<file path="config.mk">
export PLATFORM = sky130hd
export DESIGN_NAME = mem_req_arbiter
export DESIGN_NICKNAME = d
export VERILOG_FILES = /design/src/rtl/mem_req_arbiter_pkg.sv /design/src/rtl/mem_req_arbiter_addr_map.sv /design/src/rtl/mem_req_arbiter.sv
export SDC_FILE = /design/constraint.sdc
export NUM_CORES = 1
export LEC_CHECK = 0
export BUFFER_PORTS_ARGS = -buffer_cell sky130_fd_sc_hd__buf_2
export CAP_MARGIN = 40
export CELL_PAD_IN_SITES_DETAIL_PLACEMENT = 1
export CELL_PAD_IN_SITES_GLOBAL_PLACEMENT = 1
export CORE_MARGIN = 3
export CORE_UTILIZATION = 24
export CTS_CLUSTER_SIZE = 10
export DETAILED_ROUTE_END_ITERATION = 10
export GPL_ROUTABILITY_DRIVEN = 0
export PLACE_DENSITY = 0.78
export SYNTH_ARGS = -nofsm -noshare
export SYNTH_HDL_FRONTEND = slang
export SYNTH_SLANG_ARGS = --single-unit
</file>
<file path="constraint.sdc">
create_clock -name cpu_clk_50M -period 1.4 [get_ports cpu_clk_50M]
set_input_delay 0.21 -clock cpu_clk_50M [delete_from_list [all_inputs] [get_ports cpu_clk_50M]]
set_output_delay 0.21 -clock cpu_clk_50M [all_outputs]
set_load 0.05 [all_outputs]
</file>
<file path="src/rtl/mem_req_arbiter_pkg.sv">
// rtl/mem_req_arbiter_pkg.sv - shared encodings and segment constants for the memory request arbiter
package mem_req_arbiter_pkg;

    typedef enum logic [1:0] {
        MEM_ARB_IDLE = 2'd0,
        MEM_ARB_REQ  = 2'd1,
        MEM_ARB_WAIT = 2'd2
    } arb_state_e;

    typedef enum logic {
        SRC_INST = 1'b0,
        SRC_DATA = 1'b1
    } arb_src_e;

    localparam logic [1:0] SIZE_B = 2'd0;
    localparam logic [1:0] SIZE_H = 2'd1;
    localparam logic [1:0] SIZE_W = 2'd2;

    localparam logic [3:0] KSEG0_HI    = 4'h8;
    localparam logic [3:0] KSEG1_HI    = 4'hB;
    localparam logic [3:0] UNCACHED_LO = 4'hA;

    function automatic logic seg_in(input logic [3:0] seg, input logic [3:0] lo, input logic [3:0] hi);
        return (seg >= lo) && (seg <= hi);
    endfunction

endpackage

</file>
<file path="src/rtl/mem_req_arbiter_addr_map.sv">
// rtl/mem_req_arbiter_addr_map.sv - fixed kseg0/kseg1 virtual-to-physical translation
module mem_req_arbiter_addr_map
    import mem_req_arbiter_pkg::*;
#(
    parameter int ADDR_W = 32
) (
    input  logic [ADDR_W-1:0] va,
    output logic [ADDR_W-1:0] pa,
    output logic              uncached
);

    logic [3:0] seg;
    logic       unmapped_seg;

    assign seg          = va[ADDR_W-1 -: 4];
    assign unmapped_seg = seg_in(seg, KSEG0_HI, KSEG1_HI);

    always_comb begin
        pa       = va;
        uncached = seg_in(seg, UNCACHED_LO, KSEG1_HI);
        if (unmapped_seg) begin
            pa = {3'b000, va[ADDR_W-4:0]};
        end
    end

endmodule

</file>
<file path="src/rtl/mem_req_arbiter.sv">
// rtl/mem_req_arbiter.sv - shares one memory bus between fetch and load/store ports, one transaction in flight
// Optional MEM_ARB_RR_EN: round-robin arbitration instead of fixed data-over-inst priority.
module mem_req_arbiter
    import mem_req_arbiter_pkg::*;
#(
    parameter int ADDR_W = 32,
    parameter int DATA_W = 32
) (
    input  logic              cpu_clk_50M,
    input  logic              cpu_rst_n,
    input  logic              inst_req,
    input  logic [ADDR_W-1:0] inst_addr,
    output logic              inst_addr_ok,
    output logic              inst_data_ok,
    output logic [DATA_W-1:0] inst_rdata,
    input  logic              data_req,
    input  logic              data_wr,
    input  logic [1:0]        data_size,
    input  logic [ADDR_W-1:0] data_addr,
    input  logic [DATA_W-1:0] data_wdata,
    output logic              data_addr_ok,
    output logic              data_data_ok,
    output logic [DATA_W-1:0] data_rdata,
    output logic              bus_req,
    output logic              bus_wr,
    output logic [1:0]        bus_size,
    output logic [ADDR_W-1:0] bus_addr,
    output logic [DATA_W-1:0] bus_wdata,
    output logic              bus_uncached,
    input  logic              bus_addr_ok,
    input  logic              bus_data_ok,
    input  logic [DATA_W-1:0] bus_rdata
);

    arb_state_e        state_q, state_d;
    arb_src_e          src_q, src_d;
    logic [ADDR_W-1:0] pa_q, pa_d;
    logic              uncached_q, uncached_d;
    logic              wr_q, wr_d;
    logic [1:0]        size_q, size_d;
    logic [DATA_W-1:0] wdata_q, wdata_d;

    logic              grant_data;
    logic              grant_inst;
    logic [ADDR_W-1:0] win_va;
    logic [ADDR_W-1:0] win_pa;
    logic              win_uncached;

`ifdef MEM_ARB_RR_EN
    arb_src_e last_src_q, last_src_d;

    // With both ports asking, the one that lost last time wins; a lone requester always wins.
    assign grant_data = data_req && (!inst_req || (last_src_q == SRC_INST));

    always_comb begin
        last_src_d = last_src_q;
        if (cpu_rst_n && (state_q == MEM_ARB_IDLE) && (inst_req || data_req)) begin
            last_src_d = grant_data ? SRC_DATA : SRC_INST;
        end
    end

    always_ff @(posedge cpu_clk_50M) begin
        if (!cpu_rst_n) begin
            last_src_q <= SRC_INST;
        end else begin
            last_src_q <= last_src_d;
        end
    end
`else
    assign grant_data = data_req;
`endif

    assign grant_inst = inst_req && !grant_data;
    assign win_va     = grant_data ? data_addr : inst_addr;

    mem_req_arbiter_addr_map #(
        .ADDR_W (ADDR_W)
    ) u_addr_map (
        .va       (win_va),
        .pa       (win_pa),
        .uncached (win_uncached)
    );

    assign bus_req      = (state_q == MEM_ARB_REQ);
    assign bus_wr       = wr_q;
    assign bus_size     = size_q;
    assign bus_addr     = pa_q;
    assign bus_wdata    = wdata_q;
    assign bus_uncached = uncached_q;

    always_comb begin
        state_d      = state_q;
        src_d        = src_q;
        pa_d         = pa_q;
        uncached_d   = uncached_q;
        wr_d         = wr_q;
        size_d       = size_q;
        wdata_d      = wdata_q;
        inst_addr_ok = 1'b0;
        data_addr_ok = 1'b0;
        inst_data_ok = 1'b0;
        data_data_ok = 1'b0;
        inst_rdata   = '0;
        data_rdata   = '0;

        // Handshakes are suppressed while reset is low so nothing is accepted or completed then.
        if (cpu_rst_n) begin
            case (state_q)
                MEM_ARB_IDLE: begin
                    if (inst_req || data_req) begin
                        inst_addr_ok = grant_inst;
                        data_addr_ok = grant_data;
                        src_d        = grant_data ? SRC_DATA : SRC_INST;
                        pa_d         = win_pa;
                        uncached_d   = win_uncached;
                        wr_d         = grant_data ? data_wr : 1'b0;
                        size_d       = grant_data ? data_size : SIZE_W;
                        wdata_d      = grant_data ? data_wdata : '0;
                        state_d      = MEM_ARB_REQ;
                    end
                end
                MEM_ARB_REQ: begin
                    if (bus_addr_ok) begin
                        state_d = MEM_ARB_WAIT;
                    end
                end
                MEM_ARB_WAIT: begin
                    if (bus_data_ok) begin
                        if (src_q == SRC_DATA) begin
                            data_data_ok = 1'b1;
                            data_rdata   = bus_rdata;
                        end else begin
                            inst_data_ok = 1'b1;
                            inst_rdata   = bus_rdata;
                        end
                        state_d = MEM_ARB_IDLE;
                    end
                end
                default: begin
                    state_d = MEM_ARB_IDLE;
                end
            endcase
        end
    end

    always_ff @(posedge cpu_clk_50M) begin
        if (!cpu_rst_n) begin
            state_q    <= MEM_ARB_IDLE;
            src_q      <= SRC_INST;
            pa_q       <= '0;
            uncached_q <= 1'b0;
            wr_q       <= 1'b0;
            size_q     <= SIZE_W;
            wdata_q    <= '0;
        end else begin
            state_q    <= state_d;
            src_q      <= src_d;
            pa_q       <= pa_d;
            uncached_q <= uncached_d;
            wr_q       <= wr_d;
            size_q     <= size_d;
            wdata_q    <= wdata_d;
        end
    end

endmodule

</file>
==> results.toml <==
[global_route]
grt_max_degree = 45
grt_remaining_overflow = 0
top_usage_layer = "met2"
met3_usage_pct = 5.137
grtUsageMet2_pct = 34.99
grt_pass1_vias = 4485
grt_pass1_wl_um = 24140
antenna_found_initial = 0
grt_usage_pct = 18.87
grt_util_met1_pct = 20.20

[sta]
finalSetupViolations = 137
period_needed_ns = 1.789
tightest_slew_ns = 0.2767
hold_viol_final = 0
fin_crit_sh_pct = 127.8
fmax_mhz = 559.0
slew_headroom_pct = 81.36
setup_slack_ns = -0.3889
maxSlewViolCount = 0
clock_skew_ns = 0.01063
rsz0062_at_grt = "true"
setup_tns_ns = -29.38

[setup_path]
crit_path_max_fanout = 9
cp_slowest_cell = "dfxtp_2"
worstPathArrival_ns = 1.58
r2r_setup_slack_ns = -0.14
cp-start-kind = "flop"
crit_chain = "buf_6 -> nor3_4 -> buf_6 -> and2_4 -> buf_8"
required_ns = 1.19
cpMostUsedCell = "buf_6"
cp_slowest_stage_delay_ns = 0.32
endpoint_kind = "primary output"
critPathKind = "reg -> out"

[cells_and_area]
nNetsFinal = 830
final_common_cell = "buf_2"
num-fill-cells = 1587
n_antenna_cell = 0
synthToLayoutAreaGrowth_pct = 96.66
final_cell_mix = "204 x buf_2, 69 x dfxtp_1, 61 x and2_4"
drive_above_1_share_pct = 64.90

[synth]
ys_types = 38
syn_area_per_cell_um2 = 8.625
ys_ff_latch = 71
yosysSeqAreaShare_pct = 40.79
ys_top_cells_by_area = "dfxtp_1 41%, a21oi_1 9.8%, and2_1 9.3%"
synthCells = 404
yosys.area.top_type = "dfxtp_1"
synthesis.nets = 541
netlist.area_leader.share_pct = 40.79
yosys_warnings = 0
syn-cell-area_mm2 = 0.003485

[die]
design.core.area_mm2 = 0.01404
die_y_um = 126.5
ios = 274
fp.dieArea_mm2 = 0.01600
die_w_um = 126.5
start_util_pct = 24.82
row_count = 43

[outcome]
violations = "negative setup slack"
outcome = "finished with violations"

[cts]
root_buffer = "clkbuf_16"
clk_pin_slew_worst_paths_ns = 0.06
h-tree-depth = 3
cts.sinks = 71
clock_latency_ns = 0.33
postCtsHoldBufs = 0
clock_path_buffers = 2
numCtsBuffers = 9
cts_tree = "done"

[detailed_routing]
wl_per_cell_um = 19.99
drc = 0
first_pass_iters = 4
drtAntennaViolNets = 0
vias = 4234
wirelength_um = 17550
drt_iter0_drc = 115
via_per_inst = 4.822

[pwr]
total_power_w = 0.006920
power.density_mw_per_mm2 = 1010
leakage_nw = 3.220
ir_worst_vdd_v = 0.0004399

[place]
io_buffers = 273
dpl.hpwl_um = 11290
preCtsSetupSlack_ns = -0.1600

[flow_run]
timing.max_cap.violations = 0

[min_path]
min_path_type = "in -> reg"
[sequential cells by signal (all words and copies together), names as in the netlist]
signal / count
bus_size: 2
bus_wr: 1
bus_wdata: 32
src_q: 1
bus_addr: 32
state_q: 2
bus_uncached: 1
[cells in the mapped netlist, drive strengths merged]
master   n
nand2   39
buf     24
nand2b   2
a311oi   1
nand3    2
or2      2
a21oi   68
nor2     4
a31o     1
nor3b    3
and3     1
a21o     1
nor2b    1
a211oi  30
and2    64
clkbuf  14
o22a     1
and2b    1
nor3     1
o21ai   35
dfxtp   71
nand3b   2
o22ai    1
mux2i   30
inv      2
o32ai    2
nor4     1
[per-stage QoR]
stage	instances	util (%)	instance area, µm²	hold WS [ns]
final	878	48.80	6853	0.1148
after global routing	878	48.80	6853	0.1085
after floorplan	404	-	3651	0.2862
after global placement	840	38.56	5415	0.4553
after detailed placement	840	38.56	5415	0.4652
after CTS	859	45.36	6370	0.09915
[where the power goes]
group	internal [W]	switching, W
sequential	0.00221	0.000101
combinational	0.000818	0.00144
clock	0.00152	0.000837
[final timing paths]
| kind | start | end | depth (start not counted) |
|---|---|---|---|
| setup / recovery | state_q[0]$_SDFFE_PN0P_ | inst_rdata[23] | 5 |
| setup reg to reg | state_q[1]$_SDFFE_PN0P_ | bus_wdata[16]$_SDFFE_PN0P_ | 6 |
| hold reg to reg | bus_wdata[28]$_SDFFE_PN0P_ | bus_wdata[28]$_SDFFE_PN0P_ | 2 |
| hold / removal | data_wdata[6] | bus_wdata[6]$_SDFFE_PN0P_ | 3 |
[cells by family (layout without fill, tap and decap cells)]
family,count (synthesis),count (layout),synth area share [%]
AOI/OAI and AO/OA,140,140,22.91
and+or+nand+nor,123,123,21.04
DFF,71,71,40.79
buffers and inverters,40,334,6.642
muxes,30,30,8.618
[critical path, delay by kind of cell, from the launching register on]
| family | cells | cell delay (ns) |
|---|---|---|
| simple gates | 2 | 0.46 |
| flops | 1 | 0.32 |
| buf+inv | 3 | 0.46 |
[layer usage]
metal / up-vias / share of wire [%]
met5: - / 0
met4: 0 / 2.6
met3: 30 / 7.1
met2: 187 / 52
met1: 2024 / 38
li1: 1993 / -
[repair_timing]
action,4_1_cts,5_1_grt
endpoints found under the hold margin,0,0
pin swaps,3,54
setup buffers,2,11
setup endpoints to repair,72,74
gates resized for setup,182,76
cloned,1,10
[area by class of cell]
| class | count | area (µm²) | share of cell area (%) |
|---|---|---|---|
| Clock inverter | 3 | 40.04 | 0.5843 |
| Clock buffer | 13 | 270.3 | 3.944 |
| Timing Repair Buffer | 316 | 2696 | 39.35 |
| Sequential cell | 71 | 1426 | 20.81 |
| Tap cell | 180 | 225.2 | 3.286 |
| Multi-Input combinational cell | 293 | 2187 | 31.92 |
| Inverter | 2 | 7.507 | 0.1095 |
No activity file was read; power rests on OpenSTA's default activity.
